File: src/rtl/omega_network_bp_pkg.sv
// Shared helpers for the buffered omega network: integer log2, the
// perfect-shuffle index mapping and the width of a queued {addr, data} entry.
package omega_pkg;

    function automatic int omega_log2(input int n);
        int r;
        r = 0;
        for (int k = 0; k < 31; k++) begin
            if ((32'sd1 <<< k) < n) begin
                r = k + 1;
            end
        end
        return r;
    endfunction

    // Perfect shuffle: rotate the position left by one over aw bits.
    function automatic int shuffle_idx(input int p, input int aw);
        return ((p << 1) | (p >> (aw - 1))) & ((32'sd1 <<< aw) - 32'sd1);
    endfunction

    function automatic int entry_width(input int width, input int aw);
        return width + aw;
    endfunction

    localparam int ENTRY_W = entry_width(32'sd8, omega_log2(32'sd8));

endpackage

File: src/rtl/omega_switch_2x2.sv
// One 2x2 switching element: two input FIFOs of {addr, data}, destination-bit
// steering and a round-robin arbiter per output with ready/valid handshakes.
module omega_switch_2x2
    import omega_pkg::*;
#(
    parameter int EW        = 11,
    parameter int ROUTE_BIT = 10,
    parameter int DEPTH     = 2
) (
    input  logic          clk,
    input  logic          rst,
    input  logic [1:0]    up_valid,
    input  logic [2*EW-1:0] up_entry,
    output logic [1:0]    up_full,
    output logic [1:0]    dn_valid,
    output logic [2*EW-1:0] dn_entry,
    input  logic [1:0]    dn_ready
);

    localparam int PW = (DEPTH > 1) ? omega_log2(DEPTH) : 1;
    localparam int CW = omega_log2(DEPTH) + 1;
    localparam logic [PW-1:0] PTR_INC = (DEPTH > 1) ? PW'(32'd1) : PW'(32'd0);

    logic [EW-1:0] mem_r    [2][DEPTH];
    logic [PW-1:0] rd_ptr_r [2];
    logic [PW-1:0] wr_ptr_r [2];
    logic [CW-1:0] count_r  [2];
    logic [CW-1:0] count_next_s [2];
    logic [1:0]    full_r;
    logic [1:0]    ptr_r;
    logic [EW-1:0] head_s   [2];
    logic [1:0]    req_s    [2];
    logic [1:0]    nonempty_s, route_s, wr_s, rd_s, contest_s, winner_s;

    assign up_full = full_r;

    // Head decode, arbitration and the resulting FIFO read/write strobes.
    always_comb begin
        nonempty_s = 2'b00;
        route_s    = 2'b00;
        wr_s       = 2'b00;
        rd_s       = 2'b00;
        contest_s  = 2'b00;
        winner_s   = 2'b00;
        dn_valid   = 2'b00;
        dn_entry   = '0;
        for (int i = 0; i < 2; i++) begin
            head_s[i]       = mem_r[i][rd_ptr_r[i]];
            nonempty_s[i]   = (count_r[i] != '0);
            route_s[i]      = head_s[i][ROUTE_BIT];
            wr_s[i]         = up_valid[i] & ~full_r[i];
            count_next_s[i] = count_r[i];
        end
        for (int j = 0; j < 2; j++) begin
            req_s[j][0] = nonempty_s[0] && (route_s[0] == 1'(j));
            req_s[j][1] = nonempty_s[1] && (route_s[1] == 1'(j));
            contest_s[j] = &req_s[j];
            if (contest_s[j]) begin
                winner_s[j] = ptr_r[j];
            end else begin
                winner_s[j] = req_s[j][1];
            end
            dn_valid[j] = |req_s[j];
            if (winner_s[j]) begin
                dn_entry[j*EW +: EW] = head_s[1];
            end else begin
                dn_entry[j*EW +: EW] = head_s[0];
            end
        end
        for (int i = 0; i < 2; i++) begin
            rd_s[i] = nonempty_s[i] && (winner_s[route_s[i]] == 1'(i)) && dn_ready[route_s[i]];
            count_next_s[i] = count_r[i] + CW'(wr_s[i]) - CW'(rd_s[i]);
        end
    end

    // FIFO storage; emptiness is tracked by the counters, so no reset needed.
    always_ff @(posedge clk) begin
        for (int i = 0; i < 2; i++) begin
            if (wr_s[i]) begin
                mem_r[i][wr_ptr_r[i]] <= up_entry[i*EW +: EW];
            end
        end
    end

    // FIFO pointers, occupancy, registered full flags and arbiter pointers.
    always_ff @(posedge clk) begin
        if (rst) begin
            for (int i = 0; i < 2; i++) begin
                rd_ptr_r[i] <= '0;
                wr_ptr_r[i] <= '0;
                count_r[i]  <= '0;
            end
            full_r <= 2'b00;
            ptr_r  <= 2'b00;
        end else begin
            for (int i = 0; i < 2; i++) begin
                if (wr_s[i]) begin
                    wr_ptr_r[i] <= wr_ptr_r[i] + PTR_INC;
                end
                if (rd_s[i]) begin
                    rd_ptr_r[i] <= rd_ptr_r[i] + PTR_INC;
                end
                count_r[i] <= count_next_s[i];
                full_r[i]  <= (count_next_s[i] == CW'(DEPTH));
            end
            // Only a contested transfer that actually completes hands priority over.
            for (int j = 0; j < 2; j++) begin
                if (contest_s[j] && dn_ready[j]) begin
                    ptr_r[j] <= ~ptr_r[j];
                end
            end
        end
    end

endmodule

File: src/rtl/omega_network_bp.sv
// N-port self-routing omega network with per-stage FIFO buffering, round-robin
// arbitration and end-to-end backpressure from the consumer pop signals.
module omega_network_bp
    import omega_pkg::*;
#(
    parameter  int WIDTH            = 8,
    parameter  int IN_PORTS         = 8,
    parameter  int DEPTH            = 2,
    localparam int ADDR_WIDTH_PORTS = omega_log2(IN_PORTS),
    localparam int OUT_PORTS        = IN_PORTS
) (
    input  logic                                 clk,
    input  logic                                 rst,
    input  logic [0:IN_PORTS-1]                  push,
    input  logic [IN_PORTS*WIDTH-1:0]            d_in,
    input  logic [IN_PORTS*ADDR_WIDTH_PORTS-1:0] addr_in,
    output logic [0:IN_PORTS-1]                  full,
    output logic                                 drop_err,
    output logic [0:OUT_PORTS-1]                 valid,
    output logic [OUT_PORTS*WIDTH-1:0]           d_out,
    input  logic [0:OUT_PORTS-1]                 pop
);

    localparam int N  = IN_PORTS;
    localparam int AW = ADDR_WIDTH_PORTS;
    localparam int EW = entry_width(WIDTH, AW);

    logic [N-1:0]    st_in_valid_s  [AW];
    logic [N*EW-1:0] st_in_entry_s  [AW];
    logic [N-1:0]    st_full_s      [AW];
    logic [N-1:0]    st_out_valid_s [AW];
    logic [N*EW-1:0] st_out_entry_s [AW];
    logic [N-1:0]    st_out_ready_s [AW];

    logic [0:N-1]       valid_r;
    logic [N*WIDTH-1:0] d_out_r;
    logic               drop_err_r;

    assign valid    = valid_r;
    assign d_out    = d_out_r;
    assign drop_err = drop_err_r;

    for (genvar s = 0; s < AW; s++) begin : g_stage
        for (genvar p = 0; p < N; p++) begin : g_wire
            localparam int Q = shuffle_idx(p, AW);
            if (s == 0) begin : g_src
                assign st_in_valid_s[0][Q]          = push[p];
                assign st_in_entry_s[0][Q*EW +: EW] = {addr_in[p*AW +: AW], d_in[p*WIDTH +: WIDTH]};
                assign full[p]                      = st_full_s[0][Q];
            end else begin : g_link
                assign st_in_valid_s[s][Q]          = st_out_valid_s[s-1][p];
                assign st_in_entry_s[s][Q*EW +: EW] = st_out_entry_s[s-1][p*EW +: EW];
                assign st_out_ready_s[s-1][p]       = ~st_full_s[s][Q];
            end
        end
        for (genvar k = 0; k < N/2; k++) begin : g_sw
            omega_switch_2x2 #(
                .EW        (EW),
                .ROUTE_BIT (WIDTH + AW - 1 - s),
                .DEPTH     (DEPTH)
            ) u_sw (
                .clk      (clk),
                .rst      (rst),
                .up_valid (st_in_valid_s[s][2*k +: 2]),
                .up_entry (st_in_entry_s[s][2*k*EW +: 2*EW]),
                .up_full  (st_full_s[s][2*k +: 2]),
                .dn_valid (st_out_valid_s[s][2*k +: 2]),
                .dn_entry (st_out_entry_s[s][2*k*EW +: 2*EW]),
                .dn_ready (st_out_ready_s[s][2*k +: 2])
            );
        end
    end

    for (genvar o = 0; o < N; o++) begin : g_out_ready
        assign st_out_ready_s[AW-1][o] = ~valid_r[o] | pop[o];
    end

    // Output registers hold their word until popped; drop_err is sticky until reset.
    always_ff @(posedge clk) begin
        if (rst) begin
            valid_r    <= '0;
            d_out_r    <= '0;
            drop_err_r <= 1'b0;
        end else begin
            for (int o = 0; o < N; o++) begin
                if (~valid_r[o] | pop[o]) begin
                    valid_r[o] <= st_out_valid_s[AW-1][o];
                    if (st_out_valid_s[AW-1][o]) begin
                        d_out_r[o*WIDTH +: WIDTH] <= st_out_entry_s[AW-1][o*EW +: WIDTH];
                    end
                end
            end
            if (|(push & full)) begin
                drop_err_r <= 1'b1;
            end
        end
    end

endmodule

File: config.mk
export PLATFORM = sky130hd
export DESIGN_NAME = omega_network_bp
export DESIGN_NICKNAME = d
export VERILOG_FILES = /design/src/rtl/omega_network_bp_pkg.sv /design/src/rtl/omega_switch_2x2.sv /design/src/rtl/omega_network_bp.sv
export SDC_FILE = /design/constraint.sdc
export NUM_CORES = 1
export LEC_CHECK = 0
export BUFFER_PORTS_ARGS = -buffer_cell sky130_fd_sc_hd__buf_2
export CAP_MARGIN = 25
export CELL_PAD_IN_SITES_DETAIL_PLACEMENT = 0
export CELL_PAD_IN_SITES_GLOBAL_PLACEMENT = 1
export CORE_MARGIN = 2
export CORE_UTILIZATION = 46
export DETAILED_ROUTE_END_ITERATION = 10
export GPL_TIMING_DRIVEN = 0
export HOLD_SLACK_MARGIN = 0.02
export PLACE_DENSITY = 0.78
export SLEW_MARGIN = 20
export SYNTH_ARGS = -nofsm -noshare
export SYNTH_HDL_FRONTEND = slang
export SYNTH_SLANG_ARGS = --single-unit
export TNS_END_PERCENT = 20
File: constraint.sdc
create_clock -name clk -period 2.5 [get_ports clk]
set_clock_uncertainty 0.05 [all_clocks]
set_input_delay 0.5 -clock clk [delete_from_list [all_inputs] [get_ports clk]]
set_output_delay 0.5 -clock clk [all_outputs]
set_load 0.02 [all_outputs]
After elaboration in Yosys (flattened, before gate mapping)
Memory sizes are Yosys's and may differ from the RTL's.
Index checks and enable logic that the tools add are counted.

word-level totals
  register bits after elaboration = 121
  memory bits (writable) = 624
  input bits = 106
  output and inout bits = 81
  logic and storage cells = 1,294
  memories = 48

memories
  memory                         depth  width  read ports  clocked after Yosys merged registers in  wr ports  line                    text
  g_stage[0].g_sw[0].u_sw.mem_r  2      22     2           0                                        2         omega_switch_2x2.sv:24  logic [EW-1:0] mem_r [2][DEPTH];
  g_stage[0].g_sw[1].u_sw.mem_r  2      22     2           0                                        2         omega_switch_2x2.sv:24
  g_stage[0].g_sw[2].u_sw.mem_r  2      22     2           0                                        2         omega_switch_2x2.sv:24
  g_stage[0].g_sw[3].u_sw.mem_r  2      22     2           0                                        2         omega_switch_2x2.sv:24
  g_stage[1].g_sw[0].u_sw.mem_r  2      22     2           0                                        2         omega_switch_2x2.sv:24
  g_stage[1].g_sw[1].u_sw.mem_r  2      22     2           0                                        2         omega_switch_2x2.sv:24
  +42 memories                   n/a    n/a    n/a         n/a                                      n/a       n/a

cells by class
  $add $sub $neg = 96
  $lt $le $gt $ge = 96
  equal/unequal tests = 24
  multiplexer cells = 507
  bitwise logic cells = 245
  reduce and logical (&&, ||, !) cells = 225

operator list
  kind                                                                           number
  11-bit 2-to-1 mux                                                              88
  22-bit 2-to-1 mux                                                              24
  1-bit 2-to-1 mux                                                               315
  11-bit demux with 1-bit select                                                 24
  9-bit 2-to-1 mux                                                               24
  1-bit logical AND                                                              144
  2-bit >= comparator (second input constant)                                    48
  1-bit NOT with 2-bit output                                                    48
  1-bit NOT                                                                      92
  1-bit bitwise OR                                                               80
  8-bit 2-to-1 mux                                                               8
  2-bit AND reduction                                                            32
  1-bit adder (second input constant)                                            48
  2-bit by 1-bit adder with 2-bit output                                         24
  2-bit equality test (second input constant)                                    24
  1-bit by 2-bit less-than comparator with 1-bit output (second input constant)  24
  2-bit by 1-bit less-than comparator with 1-bit output (second input constant)  24
  2-bit 2-to-1 mux                                                               24
  2-bit nonzero test                                                             24
  2-bit OR reduction                                                             24
  2-bit by 1-bit subtractor with 2-bit output                                    24
  1-bit AND                                                                      24
  8-bit AND                                                                      1
  8-bit OR reduction                                                             1

Depth between registers and ports, before layout
An unclocked memory read counts as a cell.

  depth after elaboration = 18
  gate-level depth with buffers = 12
  mapped depth without buffers = 10

Modules after synthesis
A second synthesis with hierarchy kept.

second synthesis, totals
  cells, all modules = 2,405
  area, all modules = 33,223.1 um2

modules (own cells, without submodules)
  module                                           times used  cells each  area each (um2)  sequential area each (um2)
  omega_switch_2x2 at g_stage[1].g_sw[1].u_sw ...  6           172         2,513.7          1,601.5
  omega_switch_2x2 at g_stage[0].g_sw[1].u_sw ...  5           172         2,509.9          1,601.5
  omega_network_bp                                 1           342         3,074.2          1,461.4
  omega_switch_2x2 at g_stage[0].g_sw[0].u_sw      1           171         2,517.4          1,601.5

Worst setup path after synthesis
OpenSTA, ideal clock, no wires.

  kind = register to register
  from = memory g_stage[1].g_sw[2].u_sw.rd_ptr_r[0][0] in the netlist's numbering
  to = register g_stage[1].g_sw[2].u_sw.full_r[1]
  library setup time = 0.092 ns
  data arrival time = 2.418 ns
  required time = 2.358 ns
  path slack = -0.060 ns
  stages on the path, launching flop included = 12
  buffers on the path = 1
  period minus slack after synthesis = 2.560 ns
  cell sequence = edfxtp_1 > mux2_2 > o311ai_0 > buf_2 > o22a_1 > inv_1 > ha_1 > inv_1 > ha_1 > xor2_1 > and2_1 > nor4_1

RTL lines
  element                         line                     text
  start: declaration              omega_switch_2x2.sv:25   logic [PW-1:0] rd_ptr_r [2];
  end signal: indexed assignment  omega_switch_2x2.sv:104  full_r[i] <= (count_next_s[i] == CW'(DEPTH));
  end: declaration                omega_switch_2x2.sv:29   logic [1:0] full_r;

==> summary.md <==
| Metric | Value |
|---|---|
| Global-route wire length before repair | `110000 µm` |
| Status | `complete, but fails checks` |
| Chip Height | `259 µm` |
| Pwr Total | `52.5 mW` |
| Slew HR | `0.259` |
| Top Metal Used | `met4` |
| Failing checks | `negative setup slack` |
| Number of global-route vias before repair | `18400` |
| Final WS setup | `-0.286 ns` |
| Drt wl/cell | `21.8 µm` |
| Crit path cell chain | `buf_6 > mux2i_4 > o311ai_1 > buf_4 > a221o_1 > inv_1 > ha_1 > inv_1 > ha_2 > xor2_2 > and2_4 > nor4_4` |
| DP HPWL | `54000 µm` |
| Maximum achievable frequency | `0.359 GHz` |
| Met2 WL | `36700 µm` |
| Dpl cells | `3128` |
| Layout Nets | `2629` |
| Worst r2r src | `g_stage[2].g_sw[3].u_sw.rd_ptr_r[0][0]$_SDFFCE_PN0P_` |
| DR pass1 iterations | `7` |
| Cells after Synth | `2081` |
| Setup violations, final | `21` |
| Avg Inst Size Synth | `14.3 µm²` |
| Die area | `0.0669 mm²` |
| Slowest CP cell | `edfxtp_1` |
| Peak supply drop | `0.599 mV` |
| CP peak stage delay | `0.43 ns` |
| Largest net degree at the start of global routing | `16` |
| Diode count | `0` |
| Final slew viol count | `0` |
| Non-filler instance count after layout | `3389` |
| Mapped cell area | `0.0298 mm²` |
| Setup crit start | `g_stage[2].g_sw[3].u_sw.rd_ptr_r[0][0]$_SDFFCE_PN0P_` |
| Htree depth | `3` |
| Net Count, Synth | `2235` |
| Critical path type | `reg2reg` |
| Via density | `5.48` |
| Hold_sp | `d_in[18]` |
| Commonest non-fill, non-tap cell in the layout | `edfxtp_1` |
| Rows | `93` |
| Crit Path Max Fanout | `3` |
| Worst R2R Setup Slack | `-0.29 ns` |
| Wire length on met3 | `3770 µm` |
| Total GRT Usage | `0.218` |
| Initial Util | `0.464` |
| Num CTS Buffers | `73` |
| Final Hold Violating Endpoints | `0` |
| Final WL | `73900 µm` |
| PwrDens | `1440 mW/mm²` |
| Ys flop type | `edfxtp_1` |
| CORE AREA | `0.0643 mm²` |
| Min Hold Slack | `0.0456 ns` |
| Worst EP required | `2.94 ns` |
| Clk sinks | `697` |
| Clock Path Buffers | `3` |
| Post-synth EDFFs | `528` |
| GP Congestion | `0.905` |
| Clock-pin slew on the worst setup and hold paths | `0.06 ns` |
| CTS tree | `done` |
| Startpoint Class | `register` |
| Antenna Nets Post-Route | `0` |
| Most frequent CP cell | `inv_1` |
| Die width | `259 µm` |
| Final Critical Period | `2.79 ns` |
| Setup TNS | `-1.75 ns` |
| Register area share after synthesis | `0.645` |
| HP Class | `in2reg` |
| Number of synthesized register bits | `697` |
| CP endpoint kind | `register` |
| Worst path arrival time | `3.22 ns` |
| Grt ovf | `0` |
| Asr flop ratio synth | `0` |
| Slew @ Worst Pin | `1.11 ns` |
| RSZ-0062 raised after global routing | `true` |
| P_leak | `14.7 nW` |
| Layout cells sized above 1 | `0.235` |
| Place WS | `-0.791 ns` |
| Routed met1 length | `31500 µm` |
| DR vias | `18600` |
| Root buf cell | `clkbuf_16` |
| I/O pins | `187` |
| Ys Warns | `0` |
| Initial drt markers | `1309` |
| Maxcap violations | `0` |
| Fin crit share | `1.11` |
| Initial antenna violation count | `1` |
| Drc violations | `0` |
| Count of input and output buffers | `185` |
| Most frequent cells in the layout | `528 x edfxtp_1, 437 x mux2i_1, 197 x buf_2` |
| Yosys cell types | `47` |
| Worst-skew pair later-pin latency | `0.62 ns` |
| Area delta synth->final | `21.8%` |
==> power by group <==
| part | internal, mW | switching, mW |
|---|---|---|
| registers | 17.8 | 1.75 |
| logic | 9.05 | 13.5 |
| clock network | 5.94 | 4.44 |
==> area by class of cell <==
cell class	count	area (µm²)
fill	5094	28000
sequential	697	19200
multi-input combinational	1213	10800
timing repair buffer	331	2230
clock buffer	94	1940
tap	855	1070
buffer	75	420
clock inverter	40	360
inverter	84	318
==> repair_timing <==
item / CTS / global route
hold endpoints to repair: 108 / 0
pin swaps: 41 / 30
endpoints found under the setup margin: 94 / 140
gates resized for setup: 129 / 82
buffers inserted: 53 / 27
hold buffers: 55 / 0
==> cell families after synthesis <==
logic type	after synthesis	synth area share
adders and majority gates	48	0.0201
AOI/OAI and AO/OA	273	0.0672
xor gates and xnor gates	26	0.00763
muxes	478	0.163
DFF	697	0.645
buffers and inverters	171	0.0251
and+or+nand+nor	388	0.0721
==> flip-flops by register name, summed over array words and instances, names as in the netlist, 8 cells and up <==
signal	count
g_stage.g_sw.u_sw.count_r	48
g_stage.g_sw.u_sw.mem_r	480
valid	8
g_stage.g_sw.u_sw.rd_ptr_r	24
d_out	64
g_stage.g_sw.u_sw.wr_ptr_r	24
g_stage.g_sw.u_sw.ptr_r	24
g_stage.g_sw.u_sw.up_full	24
==> critical path, delay by kind of cell, from the launching register on <==
kind / cells / cell delay [ns]
compound gates: 2 / 0.43
xor+xnor: 1 / 0.15
fa+ha+maj: 2 / 0.43
buf+inv: 4 / 0.42
flops: 1 / 0.43
mux: 1 / 0.18
simple gates: 2 / 0.55
==> path summary, 6_finish.rpt <==
| check | depth (start not counted) | end |
|---|---|---|
| hold / removal | 1 | g_stage[0].g_sw[2].u_sw.mem_r[0][13]$_DFFE_PP_ |
| setup / recovery | 12 | g_stage[2].g_sw[3].u_sw.up_full[1]$_SDFF_PP0_ |
| setup reg to reg | 12 | g_stage[2].g_sw[3].u_sw.up_full[1]$_SDFF_PP0_ |
| hold reg to reg | 1 | d_out[14]$_SDFFE_PP0P_ |
==> metrics by stage <==
stage / util / area [µm²]
finish: 0.565 / 36400
global route: 0.565 / 36400
CTS: 0.556 / 35800
detailed placement: 0.496 / 31900
global placement: 0.495 / 31800
floorplan: - / 29800
==> Yosys cell counts, types with 22 or more instances <==
library cell	count	area share
edfxtp_1	528	0.53
mux2i_1	449	0.15
dfxtp_1	169	0.11
nor2_1	90	0.011
inv_1	84	0.011
a22o_1	65	0.019
nand2b_1	64	0.013
nor3_1	54	0.0091
ha_1	48	0.020
clkbuf_1	44	0.0055
a211oi_1	40	0.010
and2_1	34	0.0071
a21oi_1	33	0.0055
nor2b_1	32	0.0067
o21ai_0	30	0.0050
xor2_1	24	0.0070
buf_2	22	0.0037
mux2_2	22	0.0083
nor4_1	22	0.0046
o31ai_1	22	0.0055
or4_1	22	0.0055
==> layer usage <==
layer	vias to the layer above	track usage
met1	9238	0.289
met5	-	0
met4	0	0.0721
met3	112	0.0271
li1	8743	-
met2	479	0.372
No activity file was read; power rests on OpenSTA's default activity.
